[src/rtl/data_gen_pkg.sv]
// Shared definitions for the counting-pattern stream source.
//   state_e : run-control FSM states (idle, streaming, completion pulse)
//   StateW  : width of the state encoding
package data_gen_pkg;

    localparam int unsigned StateW = 2;

    typedef enum logic [StateW-1:0] {
        StIdle = 2'd0,
        StRun  = 2'd1,
        StDone = 2'd2
    } state_e;

endpackage

[src/rtl/data_gen_axis.sv]
// Counting-pattern AXI4-Stream source under ap_ctrl_hs-style start/done control.
// Each accepted start emits `size` beats carrying 0,1,2,...; the final beat has tlast.
// Ports:
//   ap_clk, ap_rst        : clock, synchronous active-high reset
//   size                  : beats per run, captured when a start is accepted
//   ap_start              : run request (single-cycle pulse suffices)
//   ap_done/idle/ready    : completion pulse, idle level, start-accepted pulse
//   tdata/tvalid/tlast    : stream master outputs (registered)
//   tready                : downstream accept
module data_gen_axis
    import data_gen_pkg::*;
#(
    parameter int unsigned WIDTH = 32
) (
    input  logic             ap_clk,
    input  logic             ap_rst,
    input  logic [31:0]      size,
    input  logic             ap_start,
    output logic             ap_done,
    output logic             ap_idle,
    output logic             ap_ready,
    output logic [WIDTH-1:0] tdata,
    output logic             tvalid,
    output logic             tlast,
    input  logic             tready
);

    state_e           state_q, state_d;
    logic [31:0]      idx_q, idx_d;
    logic [31:0]      size_q, size_d;
    logic [WIDTH-1:0] tdata_q, tdata_d;
    logic             tvalid_q, tvalid_d;
    logic             tlast_q, tlast_d;
    logic [31:0]      idx_nxt;

    assign idx_nxt = idx_q + 32'd1;

    always_comb begin
        state_d  = state_q;
        idx_d    = idx_q;
        size_d   = size_q;
        tdata_d  = tdata_q;
        tvalid_d = tvalid_q;
        tlast_d  = tlast_q;
        unique case (state_q)
            StIdle: begin
                if (ap_start) begin
                    size_d  = size;
                    idx_d   = '0;
                    tdata_d = '0;
                    if (size == 32'd0) begin
                        state_d = StDone;
                    end else begin
                        state_d  = StRun;
                        tvalid_d = 1'b1;
                        tlast_d  = (size == 32'd1);
                    end
                end
            end
            StRun: begin
                // tvalid is always high in StRun, so tready alone marks a handshake.
                if (tready) begin
                    if (tlast_q) begin
                        state_d  = StDone;
                        tvalid_d = 1'b0;
                        tlast_d  = 1'b0;
                    end else begin
                        idx_d   = idx_nxt;
                        // Cast truncates or zero-extends the 32-bit index to WIDTH.
                        tdata_d = WIDTH'(idx_nxt);
                        tlast_d = (idx_nxt == size_q - 32'd1);
                    end
                end
            end
            StDone: begin
                state_d = StIdle;
            end
            default: begin
                state_d = StIdle;
            end
        endcase
    end

    always_ff @(posedge ap_clk) begin
        if (ap_rst) begin
            state_q  <= StIdle;
            idx_q    <= '0;
            size_q   <= '0;
            tdata_q  <= '0;
            tvalid_q <= 1'b0;
            tlast_q  <= 1'b0;
        end else begin
            state_q  <= state_d;
            idx_q    <= idx_d;
            size_q   <= size_d;
            tdata_q  <= tdata_d;
            tvalid_q <= tvalid_d;
            tlast_q  <= tlast_d;
        end
    end

    assign ap_idle  = (state_q == StIdle);
    assign ap_done  = (state_q == StDone);
    assign ap_ready = ap_idle & ap_start;
    assign tdata    = tdata_q;
    assign tvalid   = tvalid_q;
    assign tlast    = tlast_q;

endmodule

[config.mk]
export PLATFORM = sky130hd
export DESIGN_NAME = data_gen_axis
export DESIGN_NICKNAME = d
export VERILOG_FILES = /design/src/rtl/data_gen_pkg.sv /design/src/rtl/data_gen_axis.sv
export SDC_FILE = /design/constraint.sdc
export NUM_CORES = 1
export LEC_CHECK = 0
export ABC_AREA = 1
export ABC_CLOCK_PERIOD_IN_PS = 3090
export CAP_MARGIN = 20
export CELL_PAD_IN_SITES_DETAIL_PLACEMENT = 1
export CELL_PAD_IN_SITES_GLOBAL_PLACEMENT = 1
export CORE_ASPECT_RATIO = 0.7
export CORE_MARGIN = 1
export CORE_UTILIZATION = 42
export CTS_BUF_LIST = sky130_fd_sc_hd__clkbuf_8
export DETAILED_ROUTE_END_ITERATION = 16
export GPL_TIMING_DRIVEN = 0
export MAX_ROUTING_LAYER = met4
export PLACE_DENSITY_LB_ADDON = 0.1
export SLEW_MARGIN = 20
export SYNTH_ARGS = -nofsm -noshare
export SYNTH_HDL_FRONTEND = slang
export SYNTH_SLANG_ARGS = --single-unit
[constraint.sdc]
create_clock -name ap_clk -period 3.09 [get_ports ap_clk]
set_input_delay 0.618 -clock ap_clk [delete_from_list [all_inputs] [get_ports ap_clk]]
set_output_delay 0.618 -clock ap_clk [all_outputs]
set_load 0.1 [all_outputs]
==> run metrics, run 1 <==
status completed; global-route usage over all layers 32.8%; clk root buf clkbuf_8; Initial DRT Pass Iterations 5; Clock power frac 23.9%; max-cap violations 0; Yosys Warn Count 0; CTS tree built; Max stage delay on crit path 450 ps; largest net degree at the start of global routing 13; Clock Skew 13.8 ps; final setup vio count 0; f_max 352 MHz; max-slew violations 0; initial antenna violation count 0; RSZ-0062 raised after global routing false; #FFs+latches synth 68; Nets 1023; Crit Path Max Fanout 5; vias 6065; cell area after layout 6320 sq um; port bufs 71; CP endpoint kind register; DR WL/cell 17.0 um; Sw Pwr 1940 uW; setup TNS 0 ps; clock period minus worst slack 2840 ps; Int Pwr 2090 uW; CTS H-tree depth 3; post-CTS setup buffer count 0; Final ANT Viol Nets 0; crit path buf inv count 2; CP delay by family, top simple AND/OR/NAND/NOR gates; cell row count 33; crit path max-delay cell type dfxtp_1; transition time of the tightest slew-check pin 1010 ps; final routed DRC violation total 0; Clock Sinks 68; share of cells above drive strength 1 6.77%; Avg Cell Area, Syn 5.71 sq um; Die ar. 12700 sq um; 1st-iter DRT viols 323; Comb power frac 48.0%; critical path cell sequence ha_1 > nand3_1 > nor2_1 > inv_1 > nor2_1 > nand3_1 > nand2_1 > inv_1 > nand2_1 > nand2_1 > nor2_1 > nand2_1 > nor2_1 > nand3_1 > a21oi_2; mapped cell area 5160 sq um; drt total wl 19600 um; Worst EP arrival 3160 ps; CP required 3410 ps; Syn Inst Count 903; global-route wire length before repair 30800 um; Switching Fraction 48.1%; Die Wd 134 um; Netlist cell types 34; Ports 73; GPL Wtd Cong 0.922; CTS Hold Bufs 0; Worst Path Class, Setup reg2reg; clock buffer depth 2; P_leak 0.00266 uW; Resize count post-CTS 0; Sequential Power Share 28.1%; # diodes 0; pwr dens 638 nW/um^2; number of global-route vias before repair 5931; chip height 94.7 um; Inserted Clock Buffers 9; Util after Layout 53.3%; core region area 11900 sq um; period utilization 92.0%; clock input transition at the sequential cells of the worst setup and hold paths 90 ps; worst min-delay path category reg2reg; Max VDD drop 0.000481 V; post-synthesis net count 941; HPWL after detailed placement 15700 um; Avg Vias per Cell 5.29; Initial Util 43.5%; slew margin rel. 32.2%; placed cell area 6070 sq um; Seq/Total Area, Yosys 26.4%; clock latency on the worst-skew pair 380 ps; final hold violation count 0; gr ovfl total 0; crit path launch type register; area delta synth->final 22.5%
## tightest hold or removal path, stage by stage (launching register included)
cell	delay, ps
dfxtp_1	320
inv_1	80
a21oi_1	60
## per-stage QoR
| stage | total power, uW | hold WS, ps | worst slack (ps) | std cells |
|---|---|---|---|---|
| 2_1_floorplan | 2480 | 443 | 325 | 903 |
| 3_3_place_gp | 3000 | 467 | 39.7 | 1131 |
| 5_1_grt | 4270 | 524 | 79.1 | 1147 |
| 4_1_cts | 4020 | 498 | 17.0 | 1147 |
| 6_report | 4030 | 503 | 249 | 1147 |
| 3_5_place_dp | 3050 | 472 | 25.2 | 1131 |
## cells by family after synthesis
logic type / after synthesis / synth area share (%)
buffers and inverters: 122 / 9.05
flip-flops: 68 / 26.4
XOR/XNOR: 38 / 6.45
adder cells (fa/ha/maj): 2 / 0.485
AO/OA/AOI/OAI: 119 / 11.9
AND/OR/NAND/NOR: 554 / 45.7
## path summary, 6_finish.rpt
kind	from	end	slack, ps	depth (start not counted)
hold / removal	size_q[31]$_SDFFE_PP0P_	size_q[31]$_SDFFE_PP0P_	500	2
hold reg to reg	size_q[31]$_SDFFE_PP0P_	size_q[31]$_SDFFE_PP0P_	500	2
setup reg to reg	tdata[0]$_SDFFE_PP0P_	tlast$_SDFFE_PP0P_	250	15
setup / recovery	tdata[0]$_SDFFE_PP0P_	tlast$_SDFFE_PP0P_	250	15
## cell type report
| class | count | area, sq um |
|---|---|---|
| flip-flops and latches | 68 | 1360 |
| inverters | 101 | 379 |
| clock inverters | 6 | 111 |
| multi-input cells | 713 | 3330 |
| repair buffers | 71 | 713 |
| plain buffers | 21 | 87.6 |
| well taps | 157 | 196 |
| fillers | 1724 | 5530 |
| clock buffers | 10 | 138 |
## cell usage after synthesis
cell | n | area (sq um)
a21oi_2 | 1 | 8.76
nand3b_1 | 1 | 7.51
nor2_2 | 15 | 93.8
clkbuf_1 | 15 | 56.3
nand2_4 | 1 | 11.3
nor2_1 | 115 | 432
inv_2 | 3 | 11.3
and2_1 | 1 | 6.26
buf_1 | 1 | 3.75
buf_2 | 4 | 20.0
a21o_1 | 1 | 7.51
nand3_2 | 3 | 30.0
nor3_2 | 1 | 10.0
or2_2 | 1 | 6.26
nand4_1 | 12 | 75.1
xnor2_1 | 11 | 96.3
nand2_1 | 321 | 1200
nor3_1 | 3 | 15.0
inv_1 | 97 | 364
o21ai_0 | 45 | 225
xor2_1 | 27 | 236
ha_1 | 2 | 25.0
nor2_4 | 7 | 78.8
o21bai_1 | 1 | 7.51
buf_4 | 1 | 7.51
dfxtp_1 | 68 | 1360
o21ai_1 | 2 | 10.0
nor4_1 | 5 | 31.3
nand2_2 | 12 | 75.1
o21ai_2 | 1 | 8.76
a21oi_1 | 66 | 330
clkinv_1 | 1 | 3.75
nand3_1 | 56 | 280
a211oi_1 | 2 | 15.0
## power groups by stage
| stage | sequential [uW] | clock, uW | combinational, uW |
|---|---|---|---|
| finish | 1130 | 963 | 1930 |
| global route | 1150 | 1010 | 2120 |
| CTS | 1130 | 973 | 1910 |
| detailed placement | 1150 | 0 | 1890 |
| global placement | 1150 | 0 | 1850 |
| floorplan | 1270 | 0 | 1210 |
## flip-flops by register name (all words and copies together), names as in the netlist
signal / flops
tdata: 32
tlast: 1
size_q: 32
tvalid: 1
state_q: 2
## per-layer routing
metal / vias to the layer above / global-route usage [%] / wire length (um)
met1: 2869 / 42.5 / 9400
met2: 162 / 52.2 / 8720
met5: - / - / 0
li1: 3009 / - / -
met3: 25 / 5.85 / 1080
met4: 0 / 10.1 / 347
## placed cells by master (no fill, tap or decap), types with 7 or more instances in the layout
cell and n:
clkbuf_8 10, nand3_1 56, inv_1 97, nand2_2 12
dfxtp_1 68, xor2_1 27, xnor2_1 11, nor2_2 16
nand2_1 321, nor2_1 114, a21oi_1 66, o21ai_0 45
clkbuf_1 15, nor2_4 7, clkdlybuf4s50_1 70, nand4_1 12
No activity file was read; power rests on OpenSTA's default activity.
==> run 2, diff against run 1 <==
--- a/config.mk
+++ b/config.mk
@@ -13,7 +13,7 @@
 export CORE_ASPECT_RATIO = 0.7
 export CORE_MARGIN = 1
 export CORE_UTILIZATION = 42
-export CTS_BUF_LIST = sky130_fd_sc_hd__clkbuf_8
+export CTS_BUF_LIST = sky130_fd_sc_hd__clkbuf_2
 export DETAILED_ROUTE_END_ITERATION = 16
 export GPL_TIMING_DRIVEN = 0
 export MAX_ROUTING_LAYER = met4
==> run 2 against run 1 <==
- cell count unchanged
- flip-flop and latch count did not move
- non-clock buffer count unchanged
- sequential power hardly changed
- largest power group unchanged
- highest routed layer unchanged
==> run metrics, run 2 (same netlist as run 1, synthesis figures left out) <==
Avg Vias per Cell 5.32; R2R Path End tlast$_SDFFE_PP0P_; CP endpoint kind output pin; Crit Path Max Fanout 7; Initial DRT Pass Iterations 5; final setup vio count 0; area delta synth->final 20.7%; Max stage delay on crit path 1210 ps; gr ovfl total 0; critical path cell sequence clkdlybuf4s50_1; core region area 11900 sq um; P_leak 0.00262 uW; HPWL after detailed placement 15700 um; crit path launch type register; share of cells above drive strength 1 6.67%; status completed; most frequent cells in the layout nand2_1 (321), nor2_1 (114), inv_1 (97); crit path buf inv count 1; Die Wd 134 um; setup ws final 128 ps; initial antenna violation count 0; global-route usage over all layers 32.3%; CTS tree built; Die ar. 12700 sq um; drt total wl 19300 um; global-route wire length before repair 30300 um; number of global-route vias before repair 5887; setup TNS 0 ps; RSZ-0062 raised after global routing false; Reg2Reg Depth 15; vias 6107; f_max 338 MHz; Final Hold Slack 460 ps; Hold EP tdata[12]$_SDFFE_PP0P_; max-cap violations 0; final routed DRC violation total 0; clock input transition at the sequential cells of the worst setup and hold paths 250 ps; worst hold stages 2; RR Startpoint tdata[0]$_SDFFE_PP0P_; Inserted Clock Buffers 9; most common cell after layout, fill and taps aside nand2_1; worst min-delay path category in2reg; clk root buf clkbuf_2; CTS H-tree depth 3; crit path max-delay cell type clkdlybuf4s50_1; Hold Startpoint ap_rst; CP required 2470 ps; DR WL/cell 16.8 um; Worst Path Class, Setup reg2out; R2R Setup Slk 260 ps; Place WS 25.2 ps; Clock Skew 41.5 ps; largest net degree at the start of global routing 13; max-slew violations 0; CP delay by family, top buffers and inverters; Nets 1023; Max VDD drop 0.000485 V; chip height 94.7 um; clock buffer depth 2; clock period minus worst slack 2960 ps; Final ANT Viol Nets 0; Worst EP arrival 2340 ps; post-CTS setup buffer count 0; Clock Sinks 68; Initial Util 43.5%; CP startpoint tdata[12]$_SDFFE_PP0P_; 1st-iter DRT viols 432; GPL Wtd Cong 0.922; slew margin rel. 33.7%; clock latency on the worst-skew pair 580 ps; transition time of the tightest slew-check pin 991 ps; pwr dens 609 nW/um^2; # diodes 0; period utilization 95.8%; final hold violation count 0; cell row count 33; Ports 73; port bufs 71
-- run 2: cell count changes in the layout (fill, tap and decap cells not counted), sizes merged --
| cell | change |
|---|---|
| clkbuf | -1 |
| dlygate4sd2 | +1 |
| clkinv | +1 |
| dlymetal6s2s | -1 |
-- run 2: final cells by class --
class                      instances  area, sq um
inverter                         101          379
buffer                            21         87.6
tap                              157          196
sequential                        68         1360
timing repair buffer              71          709
clock inverter                     7          115
multi-input combinational        713         3330
fill                            1722         5630
clock buffer                       9         45.0
-- run 2: what timing repair did --
action / 4_1_cts / 5_1_grt
setup endpoints to repair: 1 / 0
resized for setup: 1 / 0
hold buffers: 0 / 0
-- run 2: report_power, final --
part / total [uW] / leakage [uW] / switching, uW / internal (uW)
clock: 728 / 0.0000895 / 383 / 345
combinational: 1930 / 0.00198 / 1400 / 532
sequential: 1130 / 0.000557 / 133 / 1000
-- run 2: stage by stage --
step,utilization (%),power [uW],instances,cell area (sq um)
6_report,52.5,3790,1147,6220
5_1_grt,52.5,4030,1147,6220
4_1_cts,52.5,3770,1147,6220
3_5_place_dp,51.2,3050,1131,6070
3_3_place_gp,51.2,3000,1131,6070
2_1_floorplan,-,2480,903,5160
-- run 2: how the worst max path moves through the flow --
stage	depth (start not counted)	endpoint	slack, ps
2_1_floorplan	15	tlast$_SDFFE_PP0P_	330
3_3_place_gp	4	ap_ready	40
3_5_place_dp	4	ap_ready	30
4_1_cts	1	tdata[12]	110
5_1_grt	1	tdata[12]	40
6_report	1	tdata[12]	130
-- run 2: routing by layer --
metal | global-route usage [%] | wire [um] | vias up
met3 | 6.66 | 1230 | 27
met2 | 51.3 | 8450 | 174
met4 | 8.90 | 351 | 0
met5 | - | 0 | -
li1 | - | - | 3007
met1 | 41.7 | 9290 | 2899
